**src/rtl/mips_instr_encoder_if.sv**
```systemverilog
`default_nettype none
// ============================================================================
// Module   : mips_instr_encoder_if
// Purpose  : Request/stream/status bundle between a producer and the encoder.
// Revision : 1.0  initial release
// ============================================================================
interface mips_instr_encoder_if #(
    parameter int DEPTH  = 4,
    parameter int ADDR_W = 8
);
    localparam int CNT_W = $clog2(DEPTH + 1);

    logic              in_valid;
    logic              in_ready;
    logic              in_itype;
    logic [3:0]        in_aluop;
    logic [4:0]        in_rs;
    logic [4:0]        in_rt;
    logic [4:0]        in_rd;
    logic [4:0]        in_shamt;
    logic [15:0]       in_imm;
    logic              out_valid;
    logic              out_ready;
    logic [31:0]       out_instr;
    logic [ADDR_W-1:0] out_addr;
    logic              err_illegal;
    logic [7:0]        err_count;
    logic [CNT_W-1:0]  fifo_count;

    modport slave (
        input  in_valid, in_itype, in_aluop, in_rs, in_rt, in_rd, in_shamt, in_imm,
        input  out_ready,
        output in_ready, out_valid, out_instr, out_addr,
        output err_illegal, err_count, fifo_count
    );

    modport master (
        output in_valid, in_itype, in_aluop, in_rs, in_rt, in_rd, in_shamt, in_imm,
        output out_ready,
        input  in_ready, out_valid, out_instr, out_addr,
        input  err_illegal, err_count, fifo_count
    );
endinterface
`default_nettype wire

```
**src/rtl/mips_instr_encoder.sv**
```systemverilog
`default_nettype none
// ============================================================================
// Module   : mips_instr_encoder
// Purpose  : Packs decoded fields into MIPS words, buffers and streams them.
// Revision : 1.0  initial release
// ============================================================================
module mips_instr_encoder #(
    parameter int                DEPTH     = 4,
    parameter int                ADDR_W    = 8,
    parameter logic [ADDR_W-1:0] BASE_ADDR = '0
) (
    input  logic                 clk,
    input  logic                 reset,
    mips_instr_encoder_if.slave  bus
);
    localparam int PTR_W = (DEPTH > 1) ? $clog2(DEPTH) : 1;
    localparam int CNT_W = $clog2(DEPTH + 1);

    logic [31:0]       mem_q [DEPTH];
    logic [31:0]       mem_d [DEPTH];
    logic [PTR_W-1:0]  wr_ptr_q, wr_ptr_d;
    logic [PTR_W-1:0]  rd_ptr_q, rd_ptr_d;
    logic [CNT_W-1:0]  count_q, count_d;
    logic [ADDR_W-1:0] addr_q, addr_d;
    logic              err_pulse_q, err_pulse_d;
    logic [7:0]        err_cnt_q, err_cnt_d;

    logic [31:0]       enc_word;
    logic              enc_legal;
    logic              accept;
    logic              push;
    logic              pop;
    logic              not_full;
    logic              not_empty;

    // Only addi (0000) and addiu (0001) exist in the I-type subset.
    always_comb begin
        enc_legal = !bus.in_itype || (bus.in_aluop[3:1] == 3'b000);
        if (bus.in_itype) begin
            enc_word = {5'b00100, bus.in_aluop[0], bus.in_rs, bus.in_rt, bus.in_imm};
        end else begin
            enc_word = {6'b000000, bus.in_rs, bus.in_rt, bus.in_rd, bus.in_shamt,
                        2'b10, bus.in_aluop};
        end
    end

    always_comb begin
        not_full    = (count_q < CNT_W'(DEPTH));
        not_empty   = (count_q != '0);
        accept      = bus.in_valid && not_full;
        push        = accept && enc_legal;
        pop         = not_empty && bus.out_ready;

        mem_d       = mem_q;
        wr_ptr_d    = wr_ptr_q;
        rd_ptr_d    = rd_ptr_q;
        count_d     = count_q;
        addr_d      = addr_q;
        err_pulse_d = accept && !enc_legal;
        err_cnt_d   = err_cnt_q;

        if (push) begin
            mem_d[wr_ptr_q] = enc_word;
            wr_ptr_d        = wr_ptr_q + PTR_W'(1);
        end
        if (pop) begin
            rd_ptr_d = rd_ptr_q + PTR_W'(1);
            addr_d   = addr_q + ADDR_W'(1);
        end
        case ({push, pop})
            2'b10:   count_d = count_q + CNT_W'(1);
            2'b01:   count_d = count_q - CNT_W'(1);
            default: count_d = count_q;
        endcase
        if (err_pulse_d && (err_cnt_q != 8'hFF)) begin
            err_cnt_d = err_cnt_q + 8'd1;
        end
    end

    always_ff @(posedge clk) begin
        if (reset) begin
            mem_q       <= '{default: '0};
            wr_ptr_q    <= '0;
            rd_ptr_q    <= '0;
            count_q     <= '0;
            addr_q      <= BASE_ADDR;
            err_pulse_q <= 1'b0;
            err_cnt_q   <= 8'd0;
        end else begin
            mem_q       <= mem_d;
            wr_ptr_q    <= wr_ptr_d;
            rd_ptr_q    <= rd_ptr_d;
            count_q     <= count_d;
            addr_q      <= addr_d;
            err_pulse_q <= err_pulse_d;
            err_cnt_q   <= err_cnt_d;
        end
    end

    // Every output comes from registered state, so in_* never reaches out_* combinationally.
    always_comb begin
        bus.in_ready    = (count_q < CNT_W'(DEPTH));
        bus.out_valid   = (count_q != '0);
        bus.out_instr   = (count_q != '0) ? mem_q[rd_ptr_q] : 32'd0;
        bus.out_addr    = addr_q;
        bus.err_illegal = err_pulse_q;
        bus.err_count   = err_cnt_q;
        bus.fifo_count  = count_q;
    end
endmodule
`default_nettype wire

```
**src/flat_wrapper.sv**
```systemverilog
// flat-port wrapper written by rule: the top's interface ports become plain ports
module mips_instr_encoder_flat 
#(
    parameter int                DEPTH     = 4,
    parameter int                ADDR_W    = 8,
    parameter logic [ADDR_W-1:0] BASE_ADDR = '0
)
  (clk, reset, bus_in_valid, bus_in_itype, bus_in_aluop, bus_in_rs, bus_in_rt, bus_in_rd, bus_in_shamt, bus_in_imm, bus_out_ready, bus_in_ready, bus_out_valid, bus_out_instr, bus_out_addr, bus_err_illegal, bus_err_count, bus_fifo_count);
  mips_instr_encoder_if #(.DEPTH(DEPTH), .ADDR_W(ADDR_W)) bus_i ();
  input  logic clk;
  input  logic reset;
  input wire logic [$bits(bus_i.in_valid)-1:0] bus_in_valid;
  input wire logic [$bits(bus_i.in_itype)-1:0] bus_in_itype;
  input wire logic [$bits(bus_i.in_aluop)-1:0] bus_in_aluop;
  input wire logic [$bits(bus_i.in_rs)-1:0] bus_in_rs;
  input wire logic [$bits(bus_i.in_rt)-1:0] bus_in_rt;
  input wire logic [$bits(bus_i.in_rd)-1:0] bus_in_rd;
  input wire logic [$bits(bus_i.in_shamt)-1:0] bus_in_shamt;
  input wire logic [$bits(bus_i.in_imm)-1:0] bus_in_imm;
  input wire logic [$bits(bus_i.out_ready)-1:0] bus_out_ready;
  output wire logic [$bits(bus_i.in_ready)-1:0] bus_in_ready;
  output wire logic [$bits(bus_i.out_valid)-1:0] bus_out_valid;
  output wire logic [$bits(bus_i.out_instr)-1:0] bus_out_instr;
  output wire logic [$bits(bus_i.out_addr)-1:0] bus_out_addr;
  output wire logic [$bits(bus_i.err_illegal)-1:0] bus_err_illegal;
  output wire logic [$bits(bus_i.err_count)-1:0] bus_err_count;
  output wire logic [$bits(bus_i.fifo_count)-1:0] bus_fifo_count;
  assign bus_i.in_valid = bus_in_valid;
  assign bus_i.in_itype = bus_in_itype;
  assign bus_i.in_aluop = bus_in_aluop;
  assign bus_i.in_rs = bus_in_rs;
  assign bus_i.in_rt = bus_in_rt;
  assign bus_i.in_rd = bus_in_rd;
  assign bus_i.in_shamt = bus_in_shamt;
  assign bus_i.in_imm = bus_in_imm;
  assign bus_i.out_ready = bus_out_ready;
  assign bus_in_ready = bus_i.in_ready;
  assign bus_out_valid = bus_i.out_valid;
  assign bus_out_instr = bus_i.out_instr;
  assign bus_out_addr = bus_i.out_addr;
  assign bus_err_illegal = bus_i.err_illegal;
  assign bus_err_count = bus_i.err_count;
  assign bus_fifo_count = bus_i.fifo_count;
  mips_instr_encoder #(.DEPTH(DEPTH), .ADDR_W(ADDR_W), .BASE_ADDR(BASE_ADDR)) u_core (.clk(clk), .reset(reset), .bus(bus_i));
endmodule
```
**config.mk**
```make
export PLATFORM = sky130hd
export DESIGN_NAME = mips_instr_encoder_flat
export DESIGN_NICKNAME = d
export VERILOG_FILES = /design/src/rtl/mips_instr_encoder_if.sv /design/src/rtl/mips_instr_encoder.sv /design/src/flat_wrapper.sv
export SDC_FILE = /design/constraint.sdc
export NUM_CORES = 1
export LEC_CHECK = 0
export CORE_AREA = 2 2 129 131
export CTS_CLUSTER_SIZE = 40
export DETAILED_ROUTE_END_ITERATION = 10
export DIE_AREA = 0 0 131 133
export PLACE_DENSITY = 0.64
export SLEW_MARGIN = 20
export SYNTH_ARGS = -nofsm -noshare
export SYNTH_HDL_FRONTEND = slang
export SYNTH_SLANG_ARGS = --single-unit
```
**constraint.sdc**
```tcl
create_clock -name clk -period 2.19 [get_ports clk]
set_input_delay 0.438 -clock clk [delete_from_list [all_inputs] [get_ports clk]]
set_output_delay 0.438 -clock clk [all_outputs]
set_load 0.005 [all_outputs]
```
Yosys cells after proc, flatten, opt, wreduce, memory -nomap -nowiden:

Index checks and enable logic that the tools add are counted.
Widths: inputs -> output; s select.

* latch bits: 0
* logic and storage cells: 46
* output and inout port bits: 54
* ROM bits: 0
* RAM bits: 0
* memories: 0
* input bits: 45
* register bits after elaboration: 152

* shifts and indexed selects: 0
* add/subtract/negate cells: 6
* divide/modulo/power cells: 0
* bitwise gates (word level): 2
* reduce and logical (&&, ||, !) cells: 12
* magnitude comparators: 4
* mux-type cells: 9
* equality and inequality tests: 3
* $mul: 0

Operators by type and width (number)
* $bwmux 128: 1
* $mux 32: 4
* $bmux 32 s2: 1
* $demux 32 s2: 1
* $mux 30: 1
* $add 8x1->8 const B: 2
* $ne 8x8->1 const B: 1
* $ge 3x3->1 const B: 2
* $logic_and 1x1->1: 6
* $not 2->3: 2
* $pmux 3 s2: 1
* $add 2x1->2 const B: 2
* $add 3x1->3 const B: 1
* $logic_not 3->1: 1
* $lt 3x1->1 const B: 1
* $lt 3x3->1 const B: 1
* $reduce_bool 3->1: 1
* $sub 3x1->3 const B: 1
* $eq 2x1->1 const B: 1
* $eq 2x2->1 const B: 1
* $logic_not 1->1: 2
* $reduce_bool 2->1: 1
* $logic_or 1x1->1: 1

Logic depth before layout (Yosys ltp):

* depth in word-level cells: 6
* depth in mapped cells: 10
* depth with buffers taken out: 8

Worst setup path before layout:

No wires, ideal clock.

* path kind: input-to-reg
* start: input port bus_in_itype
* end: register u_core.count_q[2] (netlist: u_core.bus.fifo_count[2])
* data arrival time: 2.062 ns
* setup slack: 0.057 ns
* stages: 10
* path buffers: 2
* data required time: 2.120 ns
* library setup time: 0.070 ns
* cell sequence: buf_4 o31ai_4 buf_6 nand2_1 ha_1 inv_1 fa_1 xor2_1 or3_1 a21oi_1

* cells in the longest elaborated chain, start to end: 5
* elaborated cells on any way between the ends: 7
* classes of those cells: 2 x eq/ne; 1 x mux; 4 x reduce/logical

RTL lines
* start, declared: RTL line flat_wrapper.sv:13 `input wire logic [$bits(bus_i.in_itype)-1:0] bus_in_itype;`
* $logic_not 1->1 (*): RTL line mips_instr_encoder.sv:38 `enc_legal = !bus.in_itype || (bus.in_aluop[3:1] == 3'b000);`
* $logic_or 1x1->1 (*): RTL line mips_instr_encoder.sv:38
* $logic_and 1x1->1 (*): RTL line mips_instr_encoder.sv:51 `push = accept && enc_legal;`
* $eq 2x1->1 / $eq 2x2->1 (equally long branches): RTL line mips_instr_encoder.sv:70 `case ({push, pop})`
* $pmux 3 s2 / $reduce_bool 2->1 (equally long branches)
* end signal, assigned: RTL line mips_instr_encoder.sv:93 `count_q <= count_d;`
* end, declared: RTL line mips_instr_encoder.sv:23 `logic [CNT_W-1:0] count_q, count_d;`

Every way passes the cells marked *; elsewhere a longest branch is shown, timed or not.
A chain may end at the register's enable or synchronous reset.

Worst setup path after layout:

* start: register u_core.rd_ptr_q[0]
* end: output port bus_out_instr[20]

* cells in the longest elaborated chain, start to end: 5

RTL lines
* start, declared: RTL line mips_instr_encoder.sv:22 `logic [PTR_W-1:0] rd_ptr_q, rd_ptr_d;`
* start signal, assigned: RTL line mips_instr_encoder.sv:92 `rd_ptr_q <= rd_ptr_d;`
* $not 2->3 (implied by the code): RTL line mips_instr_encoder.sv:104 `bus.out_instr = (count_q != '0) ? mem_q[rd_ptr_q] : 32'd0;`
* $bmux 32 s2: RTL line mips_instr_encoder.sv:104
* $mux 32 (implied by the code) (2 in series): RTL line mips_instr_encoder.sv:104
* $mux 32: RTL line mips_instr_encoder.sv:104
* end, declared: RTL line flat_wrapper.sv:23 `output wire logic [$bits(bus_i.out_instr)-1:0] bus_out_instr;`

No other way between the ends. The select of a mux whose other input is x is not followed.

==> impl_metrics.toml <==
[run_status]
status = "finished with violations"
violations = "negative setup slack"

[worst_setup_path]
cp.buffers_inverters = 4
crit_required_ns = 1.75
crit_chain = "buf_12 -> buf_12 -> buf_6 -> mux4_2 -> nor2b_1 -> buf_2"
cp.arrival_ns = 1.86
cpMostUsedCell = "buf_12"
slowest_delay_ns = 0.46
crit_slowest_cell = "mux4_2"
critPathCaptureType = "output port"
path_class = "flip-flop to output port"
start_kind = "flip-flop"
crit_family = "multiplexers"
cp_max_fo = 6

[route]
drc = 0
drt-total-wl_um = 16300
dr.pass1.iters = 4
detail-route-antenna-nets = 0
num_vias = 5140
via_per_inst = 5.12
wl_per_cell_um = 16.2
drt_iter0_drc = 427

[clocking]
clock_latency_ns = 0.42
numCtsBuffers = 17
cts_buffer_depth = 2
cts_sinks = 136
clk_pin_slew_ns = 0.06
htreeDepth = 4
cts_tree = "yes"
clockRootBuffer = "clkbuf_16"

[finish]
fin_nets = 825
postLayoutCellArea_mm2 = 0.00833
layout-drive-gt1-share = 0.226
fin_util = 0.515
syn_to_final_growth_pct = 36.2
antenna_cells = 0
final_cells = 1004

[global_route]
track_usage = 0.198
antenna_found_initial = 0
grt_pass1_vias = 5415
grt_max_degree = 46
grt.overflow.total = 0
grt_pass1_wl_um = 26800

[placed_design]
port_buffers = 94
placed_cells = 949
gp_congestion = 0.831
placed_cell_area_mm2 = 0.00745
dp_hpwl_um = 10200

[timing]
slew_viol_final = 0
fin_skew_ns = 0.0121
setup_ws_ns = -0.109
worst_pin_slew_ns = 0.565
finalHoldViolations = 0
fin_crit_ns = 2.30
slew_headroom = 0.624
finalCritPeriodShare = 1.05
rsz0062_at_grt = "yes"
whs_ns = 0.455
setup_tns_ns = -1.11
fmax_mhz = 435
setup_violations = 27

[synth]
synthCells = 649
syn_avg_cell_area_um2 = 9.42
syn_area_mm2 = 0.00612
synth_seq_cells = 136
ys_seq_area_frac = 0.445
synth_warnings = 0
yosysUniqueCellTypes = 36

[min_path]
hold_path_class = "flip-flop to flip-flop"

[floorplanning]
core_mm2 = 0.0162
die_area_mm2 = 0.0174
initial_utilization = 0.378
io_pins = 99
dieHeight_um = 133
std_cell_rows = 47
fp.dieW_um = 131

[pwr]
p_sw_uw = 2440
combPwrFrac = 0.331
vdd_drop_max_mv = 0.599
seq_power_share = 0.319
switching_share = 0.280
p_per_area_mw_per_mm2 = 1050
clkPwrFrac = 0.350
power.leakage_uw = 0.00296
p_int_uw = 6270

[run]
cap_violations = 0
through the flow:
| step | setup WS [ns] | power, uW |
|---|---|---|
| floorplan | 0.0571 | 3960 |
| global placement | -0.210 | 4860 |
| detailed placement | -0.282 | 4900 |
| CTS | -0.153 | 8630 |
| global route | -0.198 | 9120 |
| finish | -0.109 | 8710 |
worst reg2reg max path: stages, from the launching register on:
cell     delay (ns)
dfxtp_1        0.46
nor2b_1        0.10
nand2_1        0.12
ha_1           0.18
inv_1          0.06
fa_1           0.39
xor2_1         0.17
or3_1          0.31
a21oi_1        0.15
final cells by class:
cell class	instances	area, um2
fillers	1406	7840
clock buffers	23	488
repair buffers	159	1540
well taps	220	275
inverters	10	37.5
flip-flops and latches	136	2730
clock inverters	8	143
multi-input cells	448	3120
what timing repair did:
| action | CTS | global route |
|---|---|---|
| gates cloned | 2 | 0 |
| setup buffers | 18 | 7 |
| resized for setup | 129 | 12 |
| pin swaps | 1 | 0 |
| hold endpoints to repair | 0 | 0 |
| hold buffers | 0 | 0 |
| setup endpoints to repair | 29 | 29 |
flip-flops by register name, indices dropped and copies added (netlist names):
signal and cells:
u_core.mem_q 112, u_core.bus.err_count 8, u_core.bus.err_illegal 1, u_core.bus.out_addr 8, u_core.bus.fifo_count 3, u_core.wr_ptr_q 2
u_core.rd_ptr_q 2
layer usage:
layer | GRT usage | wire length, um | up-vias
met5 | 0 | 0 | -
met4 | 0.0751 | 259 | 0
met3 | 0.0465 | 776 | 15
met2 | 0.336 | 8440 | 129
met1 | 0.241 | 6810 | 2484
li1 | - | - | 2512
power by group through the flow:
stage	clock network (uW)	registers, uW	logic, uW
after floorplan	0	2780	1180
after global placement	0	2810	2050
after detailed placement	0	2820	2080
after CTS	3090	2780	2750
after global routing	3210	2810	3110
final	3050	2780	2880
synth_stat cells:
cell type	count	area [um2]
dfxtp_1	136	2720
nand2_1	95	357
nor2_1	78	293
a21oi_1	59	295
a211oi_1	51	383
nor2b_1	30	188
mux4_2	28	631
clkbuf_1	23	86.3
nand3_1	18	90.1
buf_2	17	85.1
mux2i_1	17	170
a211oi_2	13	163
buf_4	13	97.6
inv_1	10	37.5
ha_1	7	87.6
xor2_1	7	61.3
xnor2_1	6	52.6
o21ai_0	5	25.0
and3_1	4	25.0
buf_6	4	45.0
nand4_1	4	25.0
nor4_1	4	25.0
or3_1	4	25.0
nor3_1	3	15.0
o31a_1	2	17.5
a31oi_1	1	6.26
buf_1	1	3.75
conb_1	1	3.75
fa_1	1	20.0
nand2b_1	1	6.26
nor4b_1	1	8.76
o211ai_4	1	21.3
o21a_1	1	7.51
o31ai_1	1	7.51
o31ai_4	1	21.3
or4_1	1	7.51
cell families after synthesis:
family                     count (synthesis)  share of synthesized area
DFF                                      136                      0.445
adders and majority gates                  8                     0.0176
AOI/OAI and AO/OA                        135                      0.155
xor gates and xnor gates                  13                     0.0186
and+or+nand+nor                          243                      0.174
other                                      1                   0.000613
muxes                                     45                      0.131
buffers and inverters                     68                     0.0581
cells in the final DEF (no fill, tap or decap), types with 2 or more instances in the layout:
| cell type | netlist | layout |
|---|---|---|
| a211oi_1 | 51 | 51 |
| a211oi_2 | 13 | 13 |
| a21oi_1 | 59 | 59 |
| and3_1 | 4 | 3 |
| buf_12 | 0 | 14 |
| buf_2 | 17 | 24 |
| buf_4 | 13 | 41 |
| buf_6 | 4 | 11 |
| bufinv_16 | 0 | 4 |
| clkbuf_1 | 23 | 2 |
| clkbuf_16 | 0 | 17 |
| clkbuf_2 | 0 | 2 |
| clkbuf_8 | 0 | 4 |
| clkdlybuf4s50_1 | 0 | 65 |
| clkinv_2 | 0 | 3 |
| conb_1 | 1 | 4 |
| dfxtp_1 | 136 | 135 |
| ha_1 | 7 | 7 |
| inv_1 | 10 | 10 |
| mux2i_1 | 17 | 17 |
| mux4_2 | 28 | 28 |
| nand2_1 | 95 | 95 |
| nand3_1 | 18 | 18 |
| nand4_1 | 4 | 4 |
| nor2_1 | 78 | 78 |
| nor2b_1 | 30 | 22 |
| nor2b_4 | 0 | 8 |
| nor3_1 | 3 | 2 |
| nor4_1 | 4 | 4 |
| o21ai_0 | 5 | 5 |
| o31a_1 | 2 | 2 |
| or3_1 | 4 | 4 |
| xnor2_1 | 6 | 6 |
| xor2_1 | 7 | 7 |
final timing paths:
kind | start | endpoint | slack (ns) | cells past startpoint
worst min-delay path | u_core.mem_q[113] | u_core.mem_q[113] | 0.45 | 2
worst min register to register | u_core.mem_q[113] | u_core.mem_q[113] | 0.45 | 2
worst max register to register | u_core.bus.fifo_count[2] | u_core.bus.fifo_count[2] | 0.19 | 8
worst max-delay path | u_core.rd_ptr_q[0] | bus_out_instr[20] | -0.11 | 6
Note: power is estimated with default switching activity, not from simulation.
